`src/rtl/sobel_pkg.sv`:
```
// Shared Sobel accelerator types: default geometry, pixel type and the
// eight-neighbour window that the window generator hands to the core.
package sobel_pkg;

   localparam int unsigned IMG_WIDTH  = 28;
   localparam int unsigned IMG_HEIGHT = 28;
   localparam int unsigned PIX_W      = 8;

   typedef logic [PIX_W-1:0] pixel_t;

   // Centre pixel is not part of the Sobel kernel, so it is not carried.
   typedef struct packed {
      pixel_t p00;
      pixel_t p01;
      pixel_t p02;
      pixel_t p10;
      pixel_t p12;
      pixel_t p20;
      pixel_t p21;
      pixel_t p22;
   } window_t;

endpackage

```
`src/rtl/sobel_window_gen_if.sv`:
```
// Pixel-in / window-out handshake bundle of the Sobel window generator.
// The master side is the accelerator controller, the slave side the generator.
interface sobel_window_gen_if #(
   parameter int unsigned IMG_WIDTH  = sobel_pkg::IMG_WIDTH,
   parameter int unsigned IMG_HEIGHT = sobel_pkg::IMG_HEIGHT,
   parameter int unsigned PIX_W      = sobel_pkg::PIX_W
);

   localparam int unsigned XW = $clog2(IMG_WIDTH);
   localparam int unsigned YW = $clog2(IMG_HEIGHT);

   logic             start;
   logic             in_valid;
   logic             in_ready;
   logic [PIX_W-1:0] in_pixel;
   logic             out_valid;
   logic             out_ready;
   logic [PIX_W-1:0] p00, p01, p02, p10, p12, p20, p21, p22;
   logic [XW-1:0]    out_x;
   logic [YW-1:0]    out_y;
   logic             frame_done;

   modport master (
      output start, in_valid, in_pixel, out_ready,
      input  in_ready, out_valid, p00, p01, p02, p10, p12, p20, p21, p22,
             out_x, out_y, frame_done
   );

   modport slave (
      input  start, in_valid, in_pixel, out_ready,
      output in_ready, out_valid, p00, p01, p02, p10, p12, p20, p21, p22,
             out_x, out_y, frame_done
   );

endinterface

```
`src/rtl/sobel_line_buffer.sv`:
```
// One image row of pixels; the entry at addr is read (old value) and
// overwritten (new value) in the same cycle.
module sobel_line_buffer #(
   parameter int unsigned IMG_WIDTH = 28,
   parameter int unsigned PIX_W     = 8
) (
   input  logic                         clk,
   input  logic                         we,
   input  logic [$clog2(IMG_WIDTH)-1:0] addr,
   input  logic [PIX_W-1:0]             wdata,
   output logic [PIX_W-1:0]             rdata
);

   logic [PIX_W-1:0] mem_q [IMG_WIDTH];

   assign rdata = mem_q[addr];

   always_ff @(posedge clk) begin
      if (we) begin
         mem_q[addr] <= wdata;
      end
   end

endmodule

```
`src/rtl/sobel_window_gen.sv`:
```
// Streaming 3x3 window generator: raster pixels in, eight-neighbour windows
// out for every interior pixel, with a stallable valid/ready output register.
module sobel_window_gen #(
   parameter int unsigned IMG_WIDTH  = sobel_pkg::IMG_WIDTH,
   parameter int unsigned IMG_HEIGHT = sobel_pkg::IMG_HEIGHT,
   parameter int unsigned PIX_W      = sobel_pkg::PIX_W
) (
   input logic               clk,
   input logic               rst_n,
   sobel_window_gen_if.slave win_if
);

   import sobel_pkg::*;

   localparam int unsigned XW = $clog2(IMG_WIDTH);
   localparam int unsigned YW = $clog2(IMG_HEIGHT);

   typedef enum logic [1:0] {StIdle, StRun, StDrain, StDone} state_e;

   state_e           state_q;
   logic [XW-1:0]    col_q, out_x_q;
   logic [YW-1:0]    row_q, out_y_q;
   logic [PIX_W-1:0] win_a_q [3];  // column two to the left of the incoming one
   logic [PIX_W-1:0] win_b_q [3];  // column directly left of the incoming one
   logic [PIX_W-1:0] new_col [3];
   logic [PIX_W-1:0] lb0_rd, lb1_rd;
   window_t          win_q, win_d;
   logic             out_valid_q, frame_done_q;
   logic             in_ready, in_hs, out_hs, lb_we, emit, last_col, last_row;

   assign in_ready = (state_q == StRun) && (!out_valid_q || win_if.out_ready);
   assign in_hs    = win_if.in_valid && in_ready;
   assign out_hs   = out_valid_q && win_if.out_ready;
   assign lb_we    = in_hs && !win_if.start;
   assign last_col = (col_q == XW'(IMG_WIDTH - 1));
   assign last_row = (row_q == YW'(IMG_HEIGHT - 1));
   assign emit     = (row_q >= YW'(2)) && (col_q >= XW'(2));

   // lb1 holds the row two above, lb0 the row above the incoming pixel.
   assign new_col[0] = lb1_rd;
   assign new_col[1] = lb0_rd;
   assign new_col[2] = win_if.in_pixel;

   always_comb begin
      win_d     = '0;
      win_d.p00 = win_a_q[0];
      win_d.p01 = win_b_q[0];
      win_d.p02 = new_col[0];
      win_d.p10 = win_a_q[1];
      win_d.p12 = new_col[1];
      win_d.p20 = win_a_q[2];
      win_d.p21 = win_b_q[2];
      win_d.p22 = new_col[2];
   end

   sobel_line_buffer #(
      .IMG_WIDTH (IMG_WIDTH),
      .PIX_W     (PIX_W)
   ) u_lb0 (
      .clk   (clk),
      .we    (lb_we),
      .addr  (col_q),
      .wdata (win_if.in_pixel),
      .rdata (lb0_rd)
   );

   sobel_line_buffer #(
      .IMG_WIDTH (IMG_WIDTH),
      .PIX_W     (PIX_W)
   ) u_lb1 (
      .clk   (clk),
      .we    (lb_we),
      .addr  (col_q),
      .wdata (lb0_rd),
      .rdata (lb1_rd)
   );

   always_ff @(posedge clk or negedge rst_n) begin
      if (!rst_n) begin
         state_q      <= StIdle;
         col_q        <= '0;
         row_q        <= '0;
         out_x_q      <= '0;
         out_y_q      <= '0;
         win_q        <= '0;
         out_valid_q  <= 1'b0;
         frame_done_q <= 1'b0;
         for (int r = 0; r < 3; r++) begin
            win_a_q[r] <= '0;
            win_b_q[r] <= '0;
         end
      end else if (win_if.start) begin
         state_q      <= StRun;
         col_q        <= '0;
         row_q        <= '0;
         out_valid_q  <= 1'b0;
         frame_done_q <= 1'b0;
         for (int r = 0; r < 3; r++) begin
            win_a_q[r] <= '0;
            win_b_q[r] <= '0;
         end
      end else begin
         unique case (state_q)
            StIdle: begin
               frame_done_q <= 1'b0;
            end
            StRun: begin
               if (out_hs) begin
                  out_valid_q <= 1'b0;
               end
               if (in_hs) begin
                  for (int r = 0; r < 3; r++) begin
                     win_a_q[r] <= win_b_q[r];
                     win_b_q[r] <= new_col[r];
                  end
                  // A reload here overrides the clear above: no bubble.
                  if (emit) begin
                     win_q       <= win_d;
                     out_valid_q <= 1'b1;
                     out_x_q     <= col_q - 1'b1;
                     out_y_q     <= row_q - 1'b1;
                  end
                  if (last_col) begin
                     col_q <= '0;
                     if (last_row) begin
                        state_q <= StDrain;
                     end else begin
                        row_q <= row_q + 1'b1;
                     end
                  end else begin
                     col_q <= col_q + 1'b1;
                  end
               end
            end
            StDrain: begin
               if (!out_valid_q || out_hs) begin
                  out_valid_q  <= 1'b0;
                  frame_done_q <= 1'b1;
                  state_q      <= StDone;
               end
            end
            StDone: begin
               frame_done_q <= 1'b0;
               state_q      <= StIdle;
            end
            default: begin
               state_q <= StIdle;
            end
         endcase
      end
   end

   assign win_if.in_ready   = in_ready;
   assign win_if.out_valid  = out_valid_q;
   assign win_if.frame_done = frame_done_q;
   assign win_if.out_x      = out_x_q;
   assign win_if.out_y      = out_y_q;
   assign win_if.p00        = win_q.p00;
   assign win_if.p01        = win_q.p01;
   assign win_if.p02        = win_q.p02;
   assign win_if.p10        = win_q.p10;
   assign win_if.p12        = win_q.p12;
   assign win_if.p20        = win_q.p20;
   assign win_if.p21        = win_q.p21;
   assign win_if.p22        = win_q.p22;

endmodule
```
`src/flat_wrapper.sv`:
```
// flat-port wrapper written by rule: the top's interface ports become plain ports
module sobel_window_gen_flat import sobel_pkg::*;
#(
   parameter int unsigned IMG_WIDTH  = sobel_pkg::IMG_WIDTH,
   parameter int unsigned IMG_HEIGHT = sobel_pkg::IMG_HEIGHT,
   parameter int unsigned PIX_W      = sobel_pkg::PIX_W
)
  (clk, rst_n, win_if_start, win_if_in_valid, win_if_in_pixel, win_if_out_ready, win_if_in_ready, win_if_out_valid, win_if_p00, win_if_p01, win_if_p02, win_if_p10, win_if_p12, win_if_p20, win_if_p21, win_if_p22, win_if_out_x, win_if_out_y, win_if_frame_done);
  sobel_window_gen_if #(.IMG_WIDTH(IMG_WIDTH), .IMG_HEIGHT(IMG_HEIGHT), .PIX_W(PIX_W)) win_if_i ();
  input logic clk;
  input logic rst_n;
  input wire logic [$bits(win_if_i.start)-1:0] win_if_start;
  input wire logic [$bits(win_if_i.in_valid)-1:0] win_if_in_valid;
  input wire logic [$bits(win_if_i.in_pixel)-1:0] win_if_in_pixel;
  input wire logic [$bits(win_if_i.out_ready)-1:0] win_if_out_ready;
  output wire logic [$bits(win_if_i.in_ready)-1:0] win_if_in_ready;
  output wire logic [$bits(win_if_i.out_valid)-1:0] win_if_out_valid;
  output wire logic [$bits(win_if_i.p00)-1:0] win_if_p00;
  output wire logic [$bits(win_if_i.p01)-1:0] win_if_p01;
  output wire logic [$bits(win_if_i.p02)-1:0] win_if_p02;
  output wire logic [$bits(win_if_i.p10)-1:0] win_if_p10;
  output wire logic [$bits(win_if_i.p12)-1:0] win_if_p12;
  output wire logic [$bits(win_if_i.p20)-1:0] win_if_p20;
  output wire logic [$bits(win_if_i.p21)-1:0] win_if_p21;
  output wire logic [$bits(win_if_i.p22)-1:0] win_if_p22;
  output wire logic [$bits(win_if_i.out_x)-1:0] win_if_out_x;
  output wire logic [$bits(win_if_i.out_y)-1:0] win_if_out_y;
  output wire logic [$bits(win_if_i.frame_done)-1:0] win_if_frame_done;
  assign win_if_i.start = win_if_start;
  assign win_if_i.in_valid = win_if_in_valid;
  assign win_if_i.in_pixel = win_if_in_pixel;
  assign win_if_i.out_ready = win_if_out_ready;
  assign win_if_in_ready = win_if_i.in_ready;
  assign win_if_out_valid = win_if_i.out_valid;
  assign win_if_p00 = win_if_i.p00;
  assign win_if_p01 = win_if_i.p01;
  assign win_if_p02 = win_if_i.p02;
  assign win_if_p10 = win_if_i.p10;
  assign win_if_p12 = win_if_i.p12;
  assign win_if_p20 = win_if_i.p20;
  assign win_if_p21 = win_if_i.p21;
  assign win_if_p22 = win_if_i.p22;
  assign win_if_out_x = win_if_i.out_x;
  assign win_if_out_y = win_if_i.out_y;
  assign win_if_frame_done = win_if_i.frame_done;
  sobel_window_gen #(.IMG_WIDTH(IMG_WIDTH), .IMG_HEIGHT(IMG_HEIGHT), .PIX_W(PIX_W)) u_core (.clk(clk), .rst_n(rst_n), .win_if(win_if_i));
endmodule
```
`config.mk`:
```
export PLATFORM = sky130hd
export DESIGN_NAME = sobel_window_gen_flat
export DESIGN_NICKNAME = d
export VERILOG_FILES = /design/src/rtl/sobel_pkg.sv /design/src/rtl/sobel_window_gen_if.sv /design/src/rtl/sobel_line_buffer.sv /design/src/rtl/sobel_window_gen.sv /design/src/flat_wrapper.sv
export SDC_FILE = /design/constraint.sdc
export NUM_CORES = 1
export LEC_CHECK = 0
export CAP_MARGIN = 10
export CORE_MARGIN = 2
export CORE_UTILIZATION = 65
export CTS_CLUSTER_SIZE = 16
export DETAILED_ROUTE_END_ITERATION = 10
export GPL_TIMING_DRIVEN = 1
export HOLD_SLACK_MARGIN = 0.12
export MAX_ROUTING_LAYER = met4
export PLACE_DENSITY = 0.84
export SYNTH_ARGS = -nofsm -noshare
export SYNTH_HDL_FRONTEND = slang
export SYNTH_SLANG_ARGS = --single-unit
export TNS_END_PERCENT = 30
```
`constraint.sdc`:
```
create_clock -name clk -period 7.95 [get_ports clk]
set_input_delay 1.59 -clock clk [delete_from_list [all_inputs] [get_ports clk]]
set_output_delay 1.59 -clock clk [all_outputs]
set_load 0.01 [all_outputs]
```
Word level (Yosys, flattened, before mapping)

Memory sizes are Yosys's and may differ from the RTL's.
Index checks and enable logic that the tools add are counted.
W data, S select, Z words.

Memory bits (writable): 448
Memories: 2
Input port bits: 13
ROM bits: 0
Latch bits: 0
Word-level logic and storage cells: 95
Flip-flop bits (word level): 136
Output and inout port bits: 77

Memory list:

| name               | words | bits a word | rd ports | clocked after Yosys merged registers in | wr ports | line                    | source |
|---|---|---|---|---|---|---|---|
| u_core.u_lb0.mem_q | 28    | 8           | 1        | 0                                       | 1        | sobel_line_buffer.sv:14 | `logic [PIX_W-1:0] mem_q [IMG_WIDTH];` |
| u_core.u_lb1.mem_q | 28    | 8           | 1        | 0                                       | 1        | sobel_line_buffer.sv:14 |  |

Mux-type cells: 32
Equality and inequality tests: 10
Divide/modulo/power cells: 0
Reductions and logical operators: 23
$add $sub $neg: 4
Shift operators: 0
$lt $le $gt $ge: 2
Multiply operators: 0
Bitwise operators: 1

Operator list:

| operator              | count |
|---|---|
| $mux W24              | 6 |
| $mux W5               | 9 |
| $ne A3 B2 Y1 const B  | 4 |
| $add A5 B1 Y5 const B | 2 |
| $eq A5 B5 Y1 const B  | 2 |
| $ge A5 B2 Y1 const B  | 2 |
| $mux W2               | 5 |
| $sub A5 B1 Y5 const B | 2 |
| $mux W1               | 9 |
| $reduce_and A4 Y1     | 2 |
| $pmux W2 S3           | 1 |
| $reduce_and A2 Y1     | 3 |
| $reduce_bool A2 Y1    | 3 |
| $reduce_bool A3 Y1    | 2 |
| $logic_and A1 B1 Y1   | 5 |
| $reduce_and A5 Y1     | 1 |
| $eq A2 B2 Y1 const B  | 2 |
| $pmux W1 S2           | 2 |
| $reduce_bool A4 Y1    | 1 |
| $eq A2 B1 Y1 const B  | 1 |
| $logic_not A1 Y1      | 2 |
| $logic_not A2 Y1      | 1 |
| $logic_or A1 B1 Y1    | 2 |
| $ne A2 B2 Y1 const B  | 1 |
| other kinds (2)       | 2 |

Longest topological paths before layout

Gate-level depths: netlist of run 1.

Depth in word-level cells: 7
Gate-level depth with buffers: 11
Depth with buffers taken out: 7

Hierarchy

From an unflattened synthesis of run 1, not the netlist that was laid out.

Cell total of the unflattened synthesis: 1402
Area total of the unflattened synthesis: 23864.1 µm²

Modules (own cells, without submodules):

| module                            | cells an instance | instances | area an instance (µm²) | seq. area each (µm²) |
|---|---|---|---|---|
| sobel_line_buffer at u_core.u_lb0 | 463               | 1         | 9118.7                 | 6726.5 |
| sobel_line_buffer at u_core.u_lb1 | 454               | 1         | 8799.7                 | 6726.5 |
| sobel_window_gen                  | 485               | 1         | 5945.7                 | 3403.3 |

Worst setup path before layout of run 1

No wires, ideal clock.

Path type: input to register
Start point: input port win_if_out_ready
End point: memory u_core.u_lb0.mem_q[27][0] (enable)
Arrival time: 3.254 ns
Required time: 7.541 ns
Buffers on the path: 1
Stages on the path: 4
Path slack: 4.287 ns
Cell sequence: nand2b_1 -> nand3_1 -> clkbuf_1 -> nor3_1

Cells in the longest elaborated chain, start to end: 6

RTL lines:

| element                       | line                    | source |
|---|---|---|
| start: declaration            | flat_wrapper.sv:15      | `input wire logic [$bits(win_if_i.out_ready)-1:0] win_if_out_ready;` |
| $logic_or A1 B1 Y1            | sobel_window_gen.sv:31  | `assign in_ready = (state_q == StRun) && (!out_valid_q \|\| win_if.out_ready);` |
| $logic_and A1 B1 Y1           | sobel_window_gen.sv:31  |  |
| $logic_and A1 B1 Y1           | sobel_window_gen.sv:32  | `assign in_hs = win_if.in_valid && in_ready;` |
| $logic_and A1 B1 Y1           | sobel_window_gen.sv:34  | `assign lb_we = in_hs && !win_if.start;` |
| $mux W1                       | sobel_line_buffer.sv:19 | `if (we) begin` |
| $mux W1 (implied by the code) | sobel_line_buffer.sv:20 | `mem_q[addr] <= wdata;` |
| end: declaration              | sobel_line_buffer.sv:14 |  |

No other way between the ends.

Worst setup path in the final report of run 1

Start point: register u_core.col_q[1]
End point: register u_core.win_q (netlist bit u_core.win_if.p12[4])

Elaborated cells on any way between the ends: 4
Classes of those cells: order compare: 1; reduce/logical: 2; memory: 1

RTL lines:

| element                    | line                    | source |
|---|---|---|
| start: declaration         | sobel_window_gen.sv:21  | `logic [XW-1:0] col_q, out_x_q;` |
| start signal: assignment   | sobel_window_gen.sv:131 | `col_q <= col_q + 1'b1;` |
| $mem_v2 Z28 W8             | --                      |  |
| named net u_core.lb0_rd[4] | sobel_window_gen.sv:26  | `logic [PIX_W-1:0] lb0_rd, lb1_rd;` |
| end signal: assignment     | sobel_window_gen.sv:118 | `win_q <= win_d;` |
| end: declaration           | sobel_window_gen.sv:27  | `window_t win_q, win_d;` |

The timed path passes the listed nets, and every way through them passes these cells.
A chain may end at the register's enable or synchronous reset.

==> results.md, run 1 <==
- Final-stage net count: 1550
- Clk network pwr share: 0.367
- Worst Hold Class: flip-flop to flip-flop
- Vias: 13.4k
- Clk buf depth: 3
- Worst Path Required: 8.42 ns
- Power Internal: 5.24 mW
- Post-synthesis sequential area ratio: 0.730
- Hold-fix buffers, CTS: 0
- Crit-path cells: buf_12 -> mux2i_1 -> o22ai_1 -> nor4_1 -> nand2_1 -> mux2_4
- Number of routed nets with antenna violations: 0
- Yosys Warn Count: 0
- Switching power: 1.76 mW
- Global-route wire length before repair: 81900 µm
- Post-synth EDFFs: 448
- F_max: 0.203 GHz
- Reg clk slew, reported paths: 0.07 ns
- Synthesized area per cell: 16.3 µm²
- Status: finished, final reports clean
- Mapped cell area: 23100 µm²
- Combinational power share: 0.122
- Sw Ratio: 0.251
- Crit path max fanout: 136
- Die area: 37000 µm²
- Placed inst area: 24400 µm²
- Clock buffer count from CTS: 55
- CTS tree: built
- H-tree depth: 2
- Worst stage delay on the critical path: 0.97 ns
- Post-synth ARST share: 0.233
- GRT overflow: 0
- Slew @ Worst Pin: 1.24 ns
- Antenna violations before repair: 0
- Initial core utilization: 0.654
- Root Driver: clkbuf_16
- Kind of critical path: flip-flop to flip-flop
- Drt pass-1 iters: 6
- Largest net degree at the start of global routing: 137
- Routed wire length: 55600 µm
- Number of global-route vias before repair: 13.3k
- Die height: 192 µm
- Die X: 192 µm
- Critical path's slowest cell: nor4_1
- Max Cap Violations: 0
- RSZ-0062 raised after global routing: false
- Critical Path AT: 5.41 ns
- ANT cells: 0
- Syn Nets: 1437
- Sequential group share of total power: 0.511
- WL per Instance: 27.4 µm
- Maximum vdd drop: 0.000220 V
- Filler cell count: 1958
- Final setup viols: 0
- Residual DRC: 0
- Gr usage total: 0.316
- Iteration-0 DRC Markers: 1685
- CTS sink cnt: 584
- PortBufs: 89
- Cell variety after synth: 50
- Post-route setup TNS: 0 ns
- Area delta synth->final: 13.9%
- Cell count after synthesis: 1413
- Post-CTS setup buffers: 0
- Core area: 35300 µm²
- FF+latch count, synth: 584
- PD cells: 266 nW/µm²
- Final hold slack: 0.489 ns
- RePlAce Congestion: 0.902
- Max Slew Vio Count: 0
- Fin crit period: 4.94 ns
- Layout cells sized above 1: 0.132
- Clk_lat worst skew: 0.60 ns
- Via density: 6.60
- Clock skew: 0.0163 ns
- Post-CTS sizing: 0
- Slew margin rel.: 0.176
- Final cycle utilization of the critical path: 0.621
- Type of origin of the critical path: flip-flop
- Rows: 69
- Final count of hold timing violations: 0
- Worst setup EP type: flip-flop
- Most used DFF post-synth: edfxtp_1
- Leak pwr: 9.17 nW
- Detailed-placement wirelength estimate: 31800 µm
- Cell area after layout: 26300 µm²
- Io pins: 90
- Tot Pwr: 7.00 mW
==> power by group through the flow <==
| stage | sequential [mW] | clock (mW) | combinational, mW |
|---|---|---|---|
| global route | 3.58 | 2.70 | 0.903 |
| floorplan | 3.59 | 0 | 0.551 |
| global placement | 3.63 | 0 | 0.781 |
| CTS | 3.58 | 2.58 | 0.819 |
| detailed placement | 3.64 | 0 | 0.805 |
| finish | 3.58 | 2.57 | 0.852 |
==> worst paths after layout <==
kind,end,cells past startpoint,slack (ns),startpoint
min in group asynchronous,u_core.row_q[0],1,0.96,rst_n
worst min register to register,u_core.win_if.out_y[2],2,0.49,u_core.win_if.out_y[2]
max in group asynchronous,u_core.win_if.p20[3],2,5.60,rst_n
worst min-delay path,u_core.win_if.out_y[2],2,0.49,u_core.win_if.out_y[2]
worst max register to register,u_core.win_if.p12[4],6,3.01,u_core.col_q[1]
worst max-delay path,u_core.win_if.p12[4],6,3.01,u_core.col_q[1]
==> sequential cells by signal, summed over array words and instances, names as in the netlist <==
| register | count |
|---|---|
| u_core.win_if.p20 | 8 |
| u_core.win_if.p00 | 8 |
| u_core.win_if.p02 | 8 |
| u_core.win_if.out_valid | 1 |
| u_core.state_q | 2 |
| u_core.row_q | 5 |
| u_core.win_if.p01 | 8 |
| u_core.win_if.out_x | 5 |
| u_core.win_if.frame_done | 1 |
| u_core.win_a_q | 24 |
| u_core.win_if.p21 | 8 |
| u_core.win_if.p22 | 8 |
| u_core.u_lb0.mem_q | 224 |
| u_core.win_if.p10 | 8 |
| u_core.win_if.p12 | 8 |
| u_core.win_b_q | 24 |
| u_core.u_lb1.mem_q | 224 |
| u_core.col_q | 5 |
| u_core.win_if.out_y | 5 |
==> placed cells by master, fill, tap and decap left out, types with 3 or more instances in the layout <==
cell,netlist,final
nor3_1,9,8
a21oi_1,40,40
xnor2_1,5,5
ha_1,11,11
xor2_1,5,5
buf_4,6,49
o21ai_0,11,11
buf_16,0,3
nor2_1,61,59
inv_1,8,8
clkbuf_16,0,57
o22ai_1,109,109
clkbuf_1,21,20
clkinv_1,0,6
mux2_4,40,40
clkdlybuf4s50_1,0,87
or4b_1,3,3
bufinv_16,0,4
nand2_1,103,103
mux2i_1,222,222
nand4bb_1,4,4
dfrtp_1,136,135
edfxtp_1,448,448
nand3_1,5,5
a311oi_1,15,15
mux2_2,24,24
nor4_1,17,17
a211oi_1,16,16
nor2b_1,3,3
clkinvlp_4,0,3
nand3b_1,3,3
clkinv_2,0,6
==> critical path: cells and delay by family, from the launching register on <==
| kind | cells | cell delay, ns |
|---|---|---|
| simple gates | 2 | 1.90 |
| flops | 1 | 0.96 |
| mux | 2 | 0.85 |
| buf+inv | 1 | 0.70 |
| compound gates | 1 | 0.12 |
==> cell usage after synthesis, drive strengths merged, types with 3 or more instances <==
| cell type | instances | share of area |
|---|---|---|
| mux2i | 222 | 0.096 |
| nor4 | 18 | 0.0051 |
| xnor2 | 5 | 0.0019 |
| o21ai | 11 | 0.0024 |
| dfrtp | 136 | 0.15 |
| nor2 | 61 | 0.0099 |
| nand4b | 3 | 0.0014 |
| xor2 | 5 | 0.0019 |
| buf | 61 | 0.018 |
| nand4bb | 4 | 0.0020 |
| nor3 | 10 | 0.0024 |
| nand3 | 5 | 0.0011 |
| nor2b | 3 | 0.00081 |
| a21oi | 40 | 0.0087 |
| clkbuf | 26 | 0.0045 |
| a211oi | 16 | 0.0052 |
| o22ai | 109 | 0.030 |
| inv | 8 | 0.0013 |
| or4b | 3 | 0.0013 |
| edfxtp | 448 | 0.58 |
| mux2 | 64 | 0.038 |
| nand3b | 4 | 0.0015 |
| ha | 11 | 0.0060 |
| a311oi | 15 | 0.0057 |
| nand2 | 104 | 0.017 |
==> final cells by class <==
cell class / count / area (µm²) / area share
clock buffer: 80 / 1540 / 0.0584
clock inverter: 21 / 220 / 0.00837
inverter: 8 / 30.0 / 0.00114
multi-input combinational: 734 / 5700 / 0.217
sequential: 584 / 16900 / 0.641
tap: 461 / 577 / 0.0219
timing repair buffer: 143 / 1370 / 0.0522
==> cell families (layout without fill, tap and decap cells) <==
kind of cell	count (synthesis)	count (layout)	share of synthesized area
DFF	584	584	0.730
muxes	288	288	0.136
and+or+nand+nor	228	228	0.0467
AOI/OAI and AO/OA	197	197	0.0536
buffers and inverters	95	252	0.0237
adders and majority gates	11	11	0.00596
xor gates and xnor gates	10	10	0.00379
==> through the flow <==
step	setup WS [ns]	utilization	std cells
final	3.01	0.745	2031
after global routing	3.06	0.745	2031
after CTS	3.18	0.742	2027
after detailed placement	3.23	0.692	1926
after global placement	3.24	0.692	1926
after floorplan	4.29	-	1413
==> metal layers <==
metal | track usage | up-vias | part of all wire
met4 | 0.148 | 0 | 0.047
met5 | - | - | 0
met1 | 0.410 | 6723 | 0.38
li1 | - | 5679 | -
met3 | 0.0651 | 163 | 0.11
met2 | 0.484 | 831 | 0.47
Note: power is estimated with default switching activity, not from simulation.
==> run 2: changes to the inputs <==
--- a/config.mk
+++ b/config.mk
@@ -7,13 +7,13 @@
 export LEC_CHECK = 0
 export CAP_MARGIN = 10
 export CORE_MARGIN = 2
-export CORE_UTILIZATION = 65
+export CORE_UTILIZATION = 60
 export CTS_CLUSTER_SIZE = 16
 export DETAILED_ROUTE_END_ITERATION = 10
 export GPL_TIMING_DRIVEN = 1
 export HOLD_SLACK_MARGIN = 0.12
 export MAX_ROUTING_LAYER = met4
-export PLACE_DENSITY = 0.84
+export PLACE_DENSITY = 0.79
 export SYNTH_ARGS = -nofsm -noshare
 export SYNTH_HDL_FRONTEND = slang
 export SYNTH_SLANG_ARGS = --single-unit
==> constraint.sdc (replaced) <==
create_clock -name clk -period 4.65 [get_ports clk]
set_input_delay 0.93 -clock clk [delete_from_list [all_inputs] [get_ports clk]]
set_output_delay 0.93 -clock clk [all_outputs]
set_load 0.01 [all_outputs]
==> results.md, run 2 (same netlist as run 1, synthesis figures left out) <==
- Vias: 13.1k (-2.6%)
- Combinational power share: 0.123 (about the same)
- R2R Setup Slk: 1.10 ns (-1.91 ns)
- CTS sink cnt: 584 (unchanged)
- Die area: 40100 µm² (+8.2%)
- Global-route wire length before repair: 80700 µm (-1.4%)
- WL per Instance: 25.9 µm (-5.4%)
- Placed inst area: 24700 µm² (+1.3%)
- Sequential group share of total power: 0.513 (+0.002)
- Hold-fix buffers, CTS: 0 (unchanged)
- Number of routed nets with antenna violations: 0 (unchanged)
- Switching power: 2.95 mW (+68%)
- Most frequent cells in the layout: edfxtp_1 (448), mux2i_1 (222), dfrtp_1 (135), o22ai_1 (109), nand2_1 (103)
- Gr usage total: 0.279 (-0.0363)
- Die X: 200 µm (+4.0%)
- Leak pwr: 9.30 nW (+1.4%)
- Clk buf depth: 3 (unchanged)
- RSZ-0062 raised after global routing: false
- Maximum vdd drop: 0.000307 V (+40%)
- Clk_lat worst skew: 0.60 ns (about the same)
- Max Slew Vio Count: 0 (unchanged)
- Setup ws final: 1.10 ns (-1.91 ns)
- CTS tree: built
- Filler cell count: 2410 (+23%)
- Routed wire length: 54600 µm (-1.8%)
- Iteration-0 DRC Markers: 1399 (-17%)
- Residual DRC: 0 (unchanged)
- Rows: 71 (+2.9%)
- Post-Place Setup Slack: 1.22 ns (-2.02 ns)
- Die height: 200 µm (+4.0%)
- Worst r2r path cells: 6 (unchanged)
- Max Cap Violations: 0 (unchanged)
- Cell area after layout: 26500 µm² (+0.90%)
- H-tree depth: 2 (unchanged)
- Final-stage net count: 1576 (+1.7%)
- Initial core utilization: 0.611 (-0.0423)
- PortBufs: 89 (unchanged)
- Kind of critical path: flip-flop to flip-flop
- Post-CTS setup buffers: 0 (unchanged)
- Critical Path AT: 3.88 ns (-1.53 ns)
- ANT cells: 0 (unchanged)
- Layout cells sized above 1: 0.144 (+0.0114)
- Fin crit period: 3.55 ns (-1.39 ns)
- Crit path max fanout: 25 (-82%)
- Final count of hold timing violations: 0 (unchanged)
- Clk network pwr share: 0.364 (-0.003)
- Area delta synth->final: 14.9%
- Worst Hold Class: input port to async pin
- Tot Pwr: 11.9 mW (+70%)
- F_max: 0.282 GHz (+39%)
- Final cycle utilization of the critical path: 0.763 (+0.142)
- Worst setup EP type: flip-flop
- Antenna violations before repair: 0 (unchanged)
- GRT overflow: 0 (unchanged)
- Slew @ Worst Pin: 1.02 ns (-0.213 ns)
- Status: finished, final reports clean
- Power Internal: 8.96 mW (+71%)
- Worst Path Required: 4.98 ns (-3.44 ns)
- Core area: 37800 µm² (+6.9%)
- PD cells: 449 nW/µm² (+69%)
- Top Registers: u_core.u_lb0.mem_q (224), u_core.u_lb1.mem_q (224)
- Clock buffer count from CTS: 55 (unchanged)
- Type of origin of the critical path: flip-flop
- Post-CTS sizing: 0 (unchanged)
- Number of global-route vias before repair: 12.9k (-2.9%)
- Most common cell after layout, fill and taps aside: edfxtp_1
- Root Driver: clkbuf_16
- Slew margin rel.: 0.312 (+0.137)
- RePlAce Congestion: 0.901 (about the same)
- Post-route setup TNS: 0 ns (unchanged)
- Clock skew: 0.0171 ns (+0.000816 ns)
- Via density: 6.19 (-6.2%)
- Reg clk slew, reported paths: 0.07 ns (about the same)
- Drt pass-1 iters: 5 (-1)
- Final setup viols: 0 (unchanged)
- Largest net degree at the start of global routing: 114 (-17%)
- Io pins: 90 (unchanged)
- Sw Ratio: 0.248 (-0.00319)
- Detailed-placement wirelength estimate: 33000 µm (+3.7%)
## run 2: power groups by stage
stage / clock [mW] / sequential [mW] / combinational (mW)
detailed placement: 0 / 6.21 / 1.43
floorplan: 0 / 6.14 / 0.941
finish: 4.34 / 6.11 / 1.46
CTS: 4.37 / 6.11 / 1.44
global route: 4.58 / 6.12 / 1.56
global placement: 0 / 6.20 / 1.38
## run 2: path summary, 6_finish.rpt
| path | startpoint | end |
|---|---|---|
| hold reg to reg | u_core.win_if.out_y[0] | u_core.win_if.out_y[0] |
| setup / recovery | u_core.col_q[4] | u_core.u_lb1.mem_q[6][0] |
| min in group clk | u_core.win_if.out_y[0] | u_core.win_if.out_y[0] |
| max in group asynchronous | rst_n | u_core.col_q[1] |
| setup reg to reg | u_core.col_q[4] | u_core.u_lb1.mem_q[6][0] |
| hold / removal | rst_n | u_core.row_q[0] |
## run 2: layout make-up
cell class / count / area [µm²] / share of cell area
clock buffer: 74 / 1520 / 0.0573
clock inverter: 29 / 224 / 0.00844
inverter: 8 / 30.0 / 0.00113
multi-input combinational: 734 / 5700 / 0.215
sequential: 584 / 16900 / 0.635
tap: 511 / 639 / 0.0241
timing repair buffer: 169 / 1560 / 0.0589
## run 2: layer usage
layer / GRT usage / part of all wire
met5: - / 0
met4: 0.0959 / 0.031
met3: 0.0594 / 0.10
met2: 0.423 / 0.47
met1: 0.381 / 0.40
## run 2: through the flow
step           hold slack (ns)  cells  utilization
2_1_floorplan            0.480   1413            -
3_3_place_gp             0.472   2004        0.655
3_5_place_dp             0.493   2004        0.655
4_1_cts                  0.498   2107        0.702
5_1_grt                  0.518   2109        0.703
6_report                 0.467   2109        0.703
## run 2: worst max-delay path, cell delays in order, from the launching register on
cell	delay, ns
dfrtp_1	0.86
nand4bb_1	0.37
buf_4	0.31
o22ai_1	0.17
a211oi_1	0.55
nand2_1	0.63
buf_4	0.38
==> run 3: changes to the inputs <==
--- a/config.mk
+++ b/config.mk
@@ -7,13 +7,13 @@
 export LEC_CHECK = 0
 export CAP_MARGIN = 10
 export CORE_MARGIN = 2
-export CORE_UTILIZATION = 60
+export CORE_UTILIZATION = 55
 export CTS_CLUSTER_SIZE = 16
 export DETAILED_ROUTE_END_ITERATION = 10
 export GPL_TIMING_DRIVEN = 1
 export HOLD_SLACK_MARGIN = 0.12
 export MAX_ROUTING_LAYER = met4
-export PLACE_DENSITY = 0.79
+export PLACE_DENSITY = 0.76
 export SYNTH_ARGS = -nofsm -noshare
 export SYNTH_HDL_FRONTEND = slang
 export SYNTH_SLANG_ARGS = --single-unit
==> constraint.sdc (replaced) <==
create_clock -name clk -period 3 [get_ports clk]
set_input_delay 0.6 -clock clk [delete_from_list [all_inputs] [get_ports clk]]
set_output_delay 0.6 -clock clk [all_outputs]
set_load 0.01 [all_outputs]
==> results.md, run 3 (same netlist as run 1, synthesis figures left out) <==
- CTS sink cnt: 584 (unchanged)
- Combinational power share: 0.145 (+0.022)
- Status: finished, final reports clean
- Most common cell after layout, fill and taps aside: edfxtp_1
- Reg2reg end: u_core.win_if.p02[2]
- Crit-path cells: buf_4 -> nand3_1 -> buf_4 -> o22ai_1 -> nor4_1 -> buf_4 -> nand2_1 -> mux2_2
- Slew margin rel.: 0.482 (+0.169)
- Via density: 6.16 (-0.49%)
- Final count of hold timing violations: 0 (unchanged)
- Rows: 75 (+5.6%)
- Detailed-placement wirelength estimate: 36900 µm (+12%)
- H-tree depth: 2 (unchanged)
- Residual DRC: 0 (unchanged)
- Layout cells sized above 1: 0.188 (+0.0444)
- Number of global-route vias before repair: 13.3k (+2.5%)
- WL per Instance: 25.5 µm (-1.5%)
- Routed wire length: 56200 µm (+3.0%)
- Maximum vdd drop: 0.000499 V (+62%)
- PD cells: 693 nW/µm² (+54%)
- Setup ws final: 0.101 ns (-1.00 ns)
- Critical Path AT: 3.41 ns (-0.47 ns)
- Number of routed nets with antenna violations: 0 (unchanged)
- Register area: 16900 µm² (unchanged)
- Core area: 41700 µm² (+10%)
- Core Util, Final: 0.655 (-0.0479)
- Vias: 13.6k (+4.1%)
- Power Internal: 14.0 mW (+56%)
- Area delta synth->final: 18.2%
- Slew @ Worst Pin: 0.777 ns (-0.245 ns)
- Filler cell count: 2822 (+17%)
- F_max: 0.345 GHz (+22%)
- Clk buf depth: 3 (unchanged)
- Type of origin of the critical path: flip-flop
- Worst stage delay on the critical path: 0.64 ns (-0.22 ns)
- Post-route setup TNS: 0 ns (unchanged)
- FF-to-FF Start: u_core.col_q[0]
- CP most frequent cell: buf_4
- Top Registers: u_core.u_lb0.mem_q (224), u_core.u_lb1.mem_q (224)
- Worst Hold Class: input port to async pin
- Worst setup EP type: flip-flop
- ANT cells: 0 (unchanged)
- Final-stage net count: 1646 (+4.4%)
- Fin cells: 2206 (+4.6%)
- Worst Path Required: 3.51 ns (-1.47 ns)
- Fin crit period: 2.90 ns (-0.649 ns)
- Switching power: 4.89 mW (+66%)
- Antenna violations before repair: 0 (unchanged)
- Max Slew Vio Count: 0 (unchanged)
- Io pins: 90 (unchanged)
- Area taken by multi-input logic gates: 5710 µm² (+0.33%)
- Worst r2r path cells: 8 (+2)
- Die height: 209 µm (+4.4%)
- Clk network pwr share: 0.357 (-0.007)
- Clock buffer count from CTS: 56 (+1.8%)
- Clk_lat worst skew: 0.64 ns (+0.04 ns)
- Crit path max fanout: 12 (-52%)
- Post-Place Setup Slack: 0.0673 ns (-1.15 ns)
- Drt pass-1 iters: 5 (unchanged)
- Sw Ratio: 0.259 (+0.0110)
- PortBufs: 89 (unchanged)
- RSZ-0062 raised after global routing: false
- Gr usage total: 0.268 (-0.0114)
- End of the critical path: u_core.win_if.p02[2]
- GRT overflow: 0 (unchanged)
- Die area: 43600 µm² (+8.9%)
- Clock skew: 0.0485 ns (+0.0314 ns)
- Iteration-0 DRC Markers: 1663 (+19%)
- Leak pwr: 9.71 nW (+4.3%)
- Die X: 209 µm (+4.4%)
- Initial core utilization: 0.554 (-0.0574)
- Crit path launch: u_core.col_q[0]
- Largest net degree at the start of global routing: 90 (-21%)
- R2R Setup Slk: 0.10 ns (-1.00 ns)
- Most frequent cells in the layout: edfxtp_1 (448), mux2i_1 (222), dfrtp_1 (135), buf_4 (131), o22ai_1 (109)
- CTS tree: built
- Final cycle utilization of the critical path: 0.966 (+0.203)
- Max Cap Violations: 0 (unchanged)
- Critical path's slowest cell: nor4_1
- Final hold slack: 0.487 ns (+0.0201 ns)
- Root Driver: clkbuf_16
- Kind of critical path: flip-flop to flip-flop
- Placed cell count: 2102 (+4.9%)
- Sequential group share of total power: 0.497 (-0.016)
- RePlAce Congestion: 1.01 (+13%)
- Final setup viols: 0 (unchanged)
- Global-route wire length before repair: 84400 µm (+4.6%)
- Reg clk slew, reported paths: 0.06 ns (about the same)
run 3: cell types whose count changed in the layout (fill, tap and decap cells not counted), moves of 3 or more:
cell / delta
clkinv_2: +5
nor4_2: +3
bufinv_16: -3
buf_12: +13
buf_4: +57
nor4_1: -3
clkinv_1: -10
clkbuf_1: -3
run 3: power by group through the flow:
stage	sequential, mW	combinational [mW]	clock [mW]
3_5_place_dp	9.57	2.70	0
2_1_floorplan	9.51	1.46	0
6_report	9.41	2.75	6.76
3_3_place_gp	9.55	2.64	0
4_1_cts	9.40	2.71	6.85
5_1_grt	9.42	2.90	7.14
run 3: layer usage:
layer  up-vias  GRT usage  wire length [µm]
li1       5876          -                 -
met1      6838      0.378             23000
met2       735      0.401             26200
met3       134     0.0442              5210
met4         0     0.0926              1810
met5         -          -                 0
run 3: metrics by stage:
stage	cell area, µm²	power [mW]
after global placement	25500	12.2
after global routing	27300	19.5
after floorplan	23100	11.0
after detailed placement	25500	12.3
after CTS	27300	19.0
final	27300	18.9
run 3: how the worst min path moves through the flow:
| stage | startpoint | endpoint | cells past startpoint |
|---|---|---|---|
| after floorplan | rst_n | u_core.col_q[0] | 0 |
| after global placement | u_core.win_if.out_y[3] | u_core.win_if.out_y[3] | 2 |
| after detailed placement | u_core.win_if.out_y[3] | u_core.win_if.out_y[3] | 2 |
| after CTS | rst_n | u_core.win_if.p22[1] | 2 |
| after global routing | rst_n | u_core.win_if.p21[3] | 2 |
| final | rst_n | u_core.win_a_q[3] | 2 |
run 3: worst max-delay path, delay by kind of cell, from the launching register on:
kind | cells | cell delay (ns)
AO/OA/AOI/OAI | 1 | 0.10
buffers and inverters | 3 | 0.79
flip-flops | 1 | 0.52
multiplexers | 1 | 0.25
AND/OR/NAND/NOR | 3 | 1.12
run 3: timing repair:
item | in CTS | in global routing
resized for setup | 0 | 3
hold buffers | 1 | 0
endpoints found under the hold margin | 47 | 0
buffers inserted | 0 | 0
setup endpoints to repair | 0 | 11
run 3: cell type report:
class                           count  share of cell area
Clock buffer                       73              0.0567
Clock inverter                     30             0.00862
Inverter                            8             0.00110
Multi-Input combinational cell    734               0.209
Sequential cell                   584               0.618
Tap cell                          539              0.0247
Timing Repair Buffer              238              0.0814
==> edit 1: new RTL, config.mk and constraints of run 2 <==
`PIX_W` is set to 8 in 2 places; all go to 7.
--- a/src/rtl/sobel_pkg.sv
+++ b/src/rtl/sobel_pkg.sv
@@ -6,3 +6,3 @@
    localparam int unsigned IMG_HEIGHT = 28;
-   localparam int unsigned PIX_W      = 8;
+   localparam int unsigned PIX_W      = 7;
 
--- a/src/rtl/sobel_line_buffer.sv
+++ b/src/rtl/sobel_line_buffer.sv
@@ -4,3 +4,3 @@
    parameter int unsigned IMG_WIDTH = 28,
-   parameter int unsigned PIX_W     = 8
+   parameter int unsigned PIX_W     = 7
 ) (
Ports: changed (9 resized); port bits go from 90 to 81. The function was not compared with the original's and may differ.
==> edit 1 against run 2 <==
Final area shrank 12%; critical path depth is the same; setup slack worse by 0.020 ns; sequential cell count shrank 70; count of clock-buffer cells in the layout is 9 lower; sequential share of layout area is essentially flat; largest cell class unchanged; synthesized area decreased by 12%; die area shrank 12%; routed wire length is 19% lower.
Power is not compared: it rests on default switching activity, and its combinational part moved more than twofold at a synthesized area within 25%.
==> edit 1: results (changes against run 2) <==
Synth Area in XOR/XNOR: 0.432% (+0.052 points)
Top post-synthesis cells by area: edfxtp_1 (58%), dfrtp_1 (15%), mux4_2 (6.1%)
Ant diodes: 1 (+1)
CP Data Arrival Time: 3.72 ns (-0.16 ns)
Regs by FF count: u_core.u_lb0.mem_q x196, u_core.u_lb1.mem_q x196
Non-clock buffers: 142 (-16%)
Number of flops mapped to enable cells by yosys: 392 (-13%)
Placed inst area: 0.0218 sq mm (-12%)
Max incr delay on CP: 1.10 ns (+0.24 ns)
Yosys reg bits: 514 (-12%)
Reg2reg end: u_core.u_lb1.mem_q[6][2]
CP max stage cell: dfrtp_4
Top cells by count, synth: edfxtp_1 (392), dfrtp_1 (122), nand2_1 (112)
Synth Area in Adders: 0.678% (+0.082 points)
Overall global routing resource usage: 26.5% (-1.5 points)
Worst skew pair latency: 0.58 ns (-0.02 ns)
Status: finished clean
Synth top area share: 58.0% (-0.29 points)
Post-synth ARST share: 23.7% (+0.45 points)
DRT Wirelength: 44100 um (-19%)
Clock-cell share of area: 6.64% (+0.063 points)
Initial antenna violation count: 1 (+1)
Final min period: 3.57 ns (+0.0203 ns)
RR Startpoint: u_core.col_q[0]
DPL Wire Length: 27200 um (-17%)
Worst Path Max Fanout: 55 (+120%)
First-pass GRT wire length: 67800 um (-16%)
GPL Wtd Cong: 0.844 (-6.4%)
Sequential-to-total area share from yosys stat: 73.0% (about the same)
Worst slack at placement: 1.11 ns (-0.102 ns)
Worst-margin pin slew: 1.05 ns (+0.0243 ns)
Fin nets: 1334 (-15%)
Final Skew: 0.0166 ns (-0.000481 ns)
IO Port Bufs: 80 (-10%)
Fillers: 2049 (-15%)
-- edit 1: per-layer routing --
layer	global-route usage [%]	wire length, um	vias to the layer above
met4	6.66	930	0
met5	-	0	-
li1	-	-	4813
met2	41.1	21300	556
met1	37.3	18300	5702
met3	4.49	3650	71
-- edit 1: how the worst max path moves through the flow --
stage | startpoint | endpoint
6_report | u_core.col_q[0] | u_core.u_lb1.mem_q[6][2]
5_1_grt | u_core.col_q[0] | u_core.u_lb1.mem_q[4][2]
4_1_cts | u_core.col_q[0] | u_core.u_lb1.mem_q[6][2]
3_5_place_dp | u_core.col_q[0] | u_core.u_lb1.mem_q[11][2]
3_3_place_gp | u_core.col_q[0] | u_core.u_lb1.mem_q[6][2]
2_1_floorplan | u_core.col_q[0] | u_core.win_if.p12[5]
-- edit 1: logic make-up (layout without fill, tap and decap cells) --
logic type               count (synthesis)  in the layout
flip-flops                             514            514
AND/OR/NAND/NOR                        248            248
multiplexers                           187            187
AO/OA/AOI/OAI                          138            138
buffers and inverters                   77            243
adder cells (fa/ha/maj)                 11             11
XOR/XNOR                                10             10
other                                    0              1
-- edit 1: through the flow --
stage          utilization, %  hold WS [ns]  std cells
6_report                 69.8         0.463       1800
2_1_floorplan               -         0.480       1185
3_3_place_gp             65.1         0.462       1707
5_1_grt                  69.8         0.518       1800
3_5_place_dp             65.1         0.471       1707
4_1_cts                  69.7         0.483       1798
-- edit 1: critical path, delay by kind of cell, from the launching register on --
family	cells	cell delay, ns
flip-flops	1	1.10
AND/OR/NAND/NOR	3	0.95
buffers and inverters	2	0.84
AO/OA/AOI/OAI	1	0.15
==> edit 2: new RTL, config.mk and constraints of run 2 <==
Without the edit above. Encoding of `state_e`: now one-hot (4 bits for 4 states).
--- a/src/rtl/sobel_window_gen.sv
+++ b/src/rtl/sobel_window_gen.sv
@@ -17,3 +17,3 @@
 
-   typedef enum logic [1:0] {StIdle, StRun, StDrain, StDone} state_e;
+   typedef enum logic [3:0] {StIdle = 4'b0001, StRun = 4'b0010, StDrain = 4'b0100, StDone = 4'b1000} state_e;
 
Check against the original RTL: no difference found for any inputs over 4 cycles, from zero or initial values and one cycle with rst_n low; so few cycles prove little.
==> edit 2 against run 2 <==
Sequential cell count is 2 higher; hold slack got worse by 0.00057 ns; utilization grew 0.27 points; global-route usage up 0.84 points; first-iteration DRC count rose by 7.0%; non-clock buffer count fell by 8; setup slack worse by 0.077 ns; routed wire length decreased by 1.2%; die area is 0.38% lower; critical endpoint is now u_core.win_if.p12[4]; final area increased by 0.15%; sequential share of layout area rose by 0.11 points; fmax shrank 2.1%; synthesized area down 0.40%; total power decreased by 7.2%.
==> edit 2: results (changes against run 2) <==
First drt pass iteration count: 8 (+3)
Worst Path Max Fanout: 68 (+170%)
Comb pwr share: 6.7% (-5.6 points)
GPL Wtd Cong: 0.880 (-2.4%)
CP max stage cell: dfrtp_4
Internal power: 8.62 mW (-3.8%)
Share of cells above drive strength 1: 12.1% (-2.3 points)
Inverters: 9 (+1)
Fin nets: 1679 (+6.5%)
Hold crit path type: reg2reg
Overall global routing resource usage: 28.8% (+0.84 points)
Reg-to-reg slack, setup: 1.03 ns (-0.08 ns)
Worst-margin pin slew: 1.16 ns (+0.134 ns)
Status: finished clean
Non-clock buffers: 161 (-4.7%)
M1 GR Usage: 39.3% (+1.3 points)
Yosys cell types: 55 (+10%)
Worst slack at placement: 1.14 ns (-0.0787 ns)
Multi-input gate share of total cell area: 21.5% (about the same)
DR WL met3: 5370 um (-2.6%)
Non-clock buffer share of cell area: 5.58% (-0.31 points)
Compound-Gate Fraction of Synth Area: 5.61% (+0.24 points)
R2R cell count: 7 (+1)
Worst Setup SP: u_core.col_q[1]
Multi-In Gates: 844 (+15%)
Vias/cell: 6.15 (-0.60%)
Reg2reg end: u_core.win_if.p12[4]
Synth Area in XOR/XNOR: 0.381% (+0.0015 points)
Tcrit/Tclk final: 78.0% (+1.6 points)
Capture point of the worst path: u_core.win_if.p12[4]
Top cell family by delay on the critical path: flip-flops
Met2 wire len: 25600 um (about the same)
Sequential-to-total area share from yosys stat: 73.5% (+0.51 points)
Total CTS buffers: 56 (+1.8%)
First-pass GRT wire length: 81000 um (+0.35%)
DPL Wire Length: 33000 um (about the same)
Metal1 wirelength: 21100 um (-3.2%)
Vias in the first global route: 13300 (+2.8%)
Pin count of the biggest net entering global routing: 120 (+5.3%)
Reg power frac: 53.2% (+1.9 points)
Post-synth ARST share: 23.5% (+0.26 points)
Initial drt markers: 1497 (+7.0%)
Top cells by count, synth: edfxtp_1 (448), nand2_1 (252), mux2i_1 (178)
Flip-flop and latch area: 0.0169 sq mm (+0.32%)
Synth Area in Adders: 0.435% (-0.16 points)
Met2 GRT Util: 44.3% (+2.0 points)
Worst IR Drop VDD: 0.354 mV (+15%)
Final Skew: 0.0127 ns (-0.00438 ns)
-- edit 2: cell types whose count changed in the layout (fill, tap and decap cells not counted), moves of 14 or more --
cell	change
mux2_4	-40
nor2_1	+14
a22oi_1	+15
mux4_2	+19
o22ai_1	-44
mux2i_1	-44
nand2_1	+149
-- edit 2: cells by family after synthesis --
logic type / count (synthesis)
adder cells (fa/ha/maj): 8
AND/OR/NAND/NOR: 416
multiplexers: 210
flip-flops: 586
XOR/XNOR: 10
buffers and inverters: 101
AO/OA/AOI/OAI: 200
-- edit 2: through the flow --
| step | area (sq um) | util, % | power, mW | hold WS (ns) |
|---|---|---|---|---|
| 5_1_grt | 26600 | 70.5 | 11.4 | 0.485 |
| 2_1_floorplan | 23000 | - | 6.38 | 0.439 |
| 6_report | 26600 | 70.5 | 11.0 | 0.466 |
| 3_3_place_gp | 24700 | 65.6 | 6.69 | 0.452 |
| 4_1_cts | 26500 | 70.4 | 11.1 | 0.469 |
| 3_5_place_dp | 24700 | 65.6 | 6.71 | 0.453 |
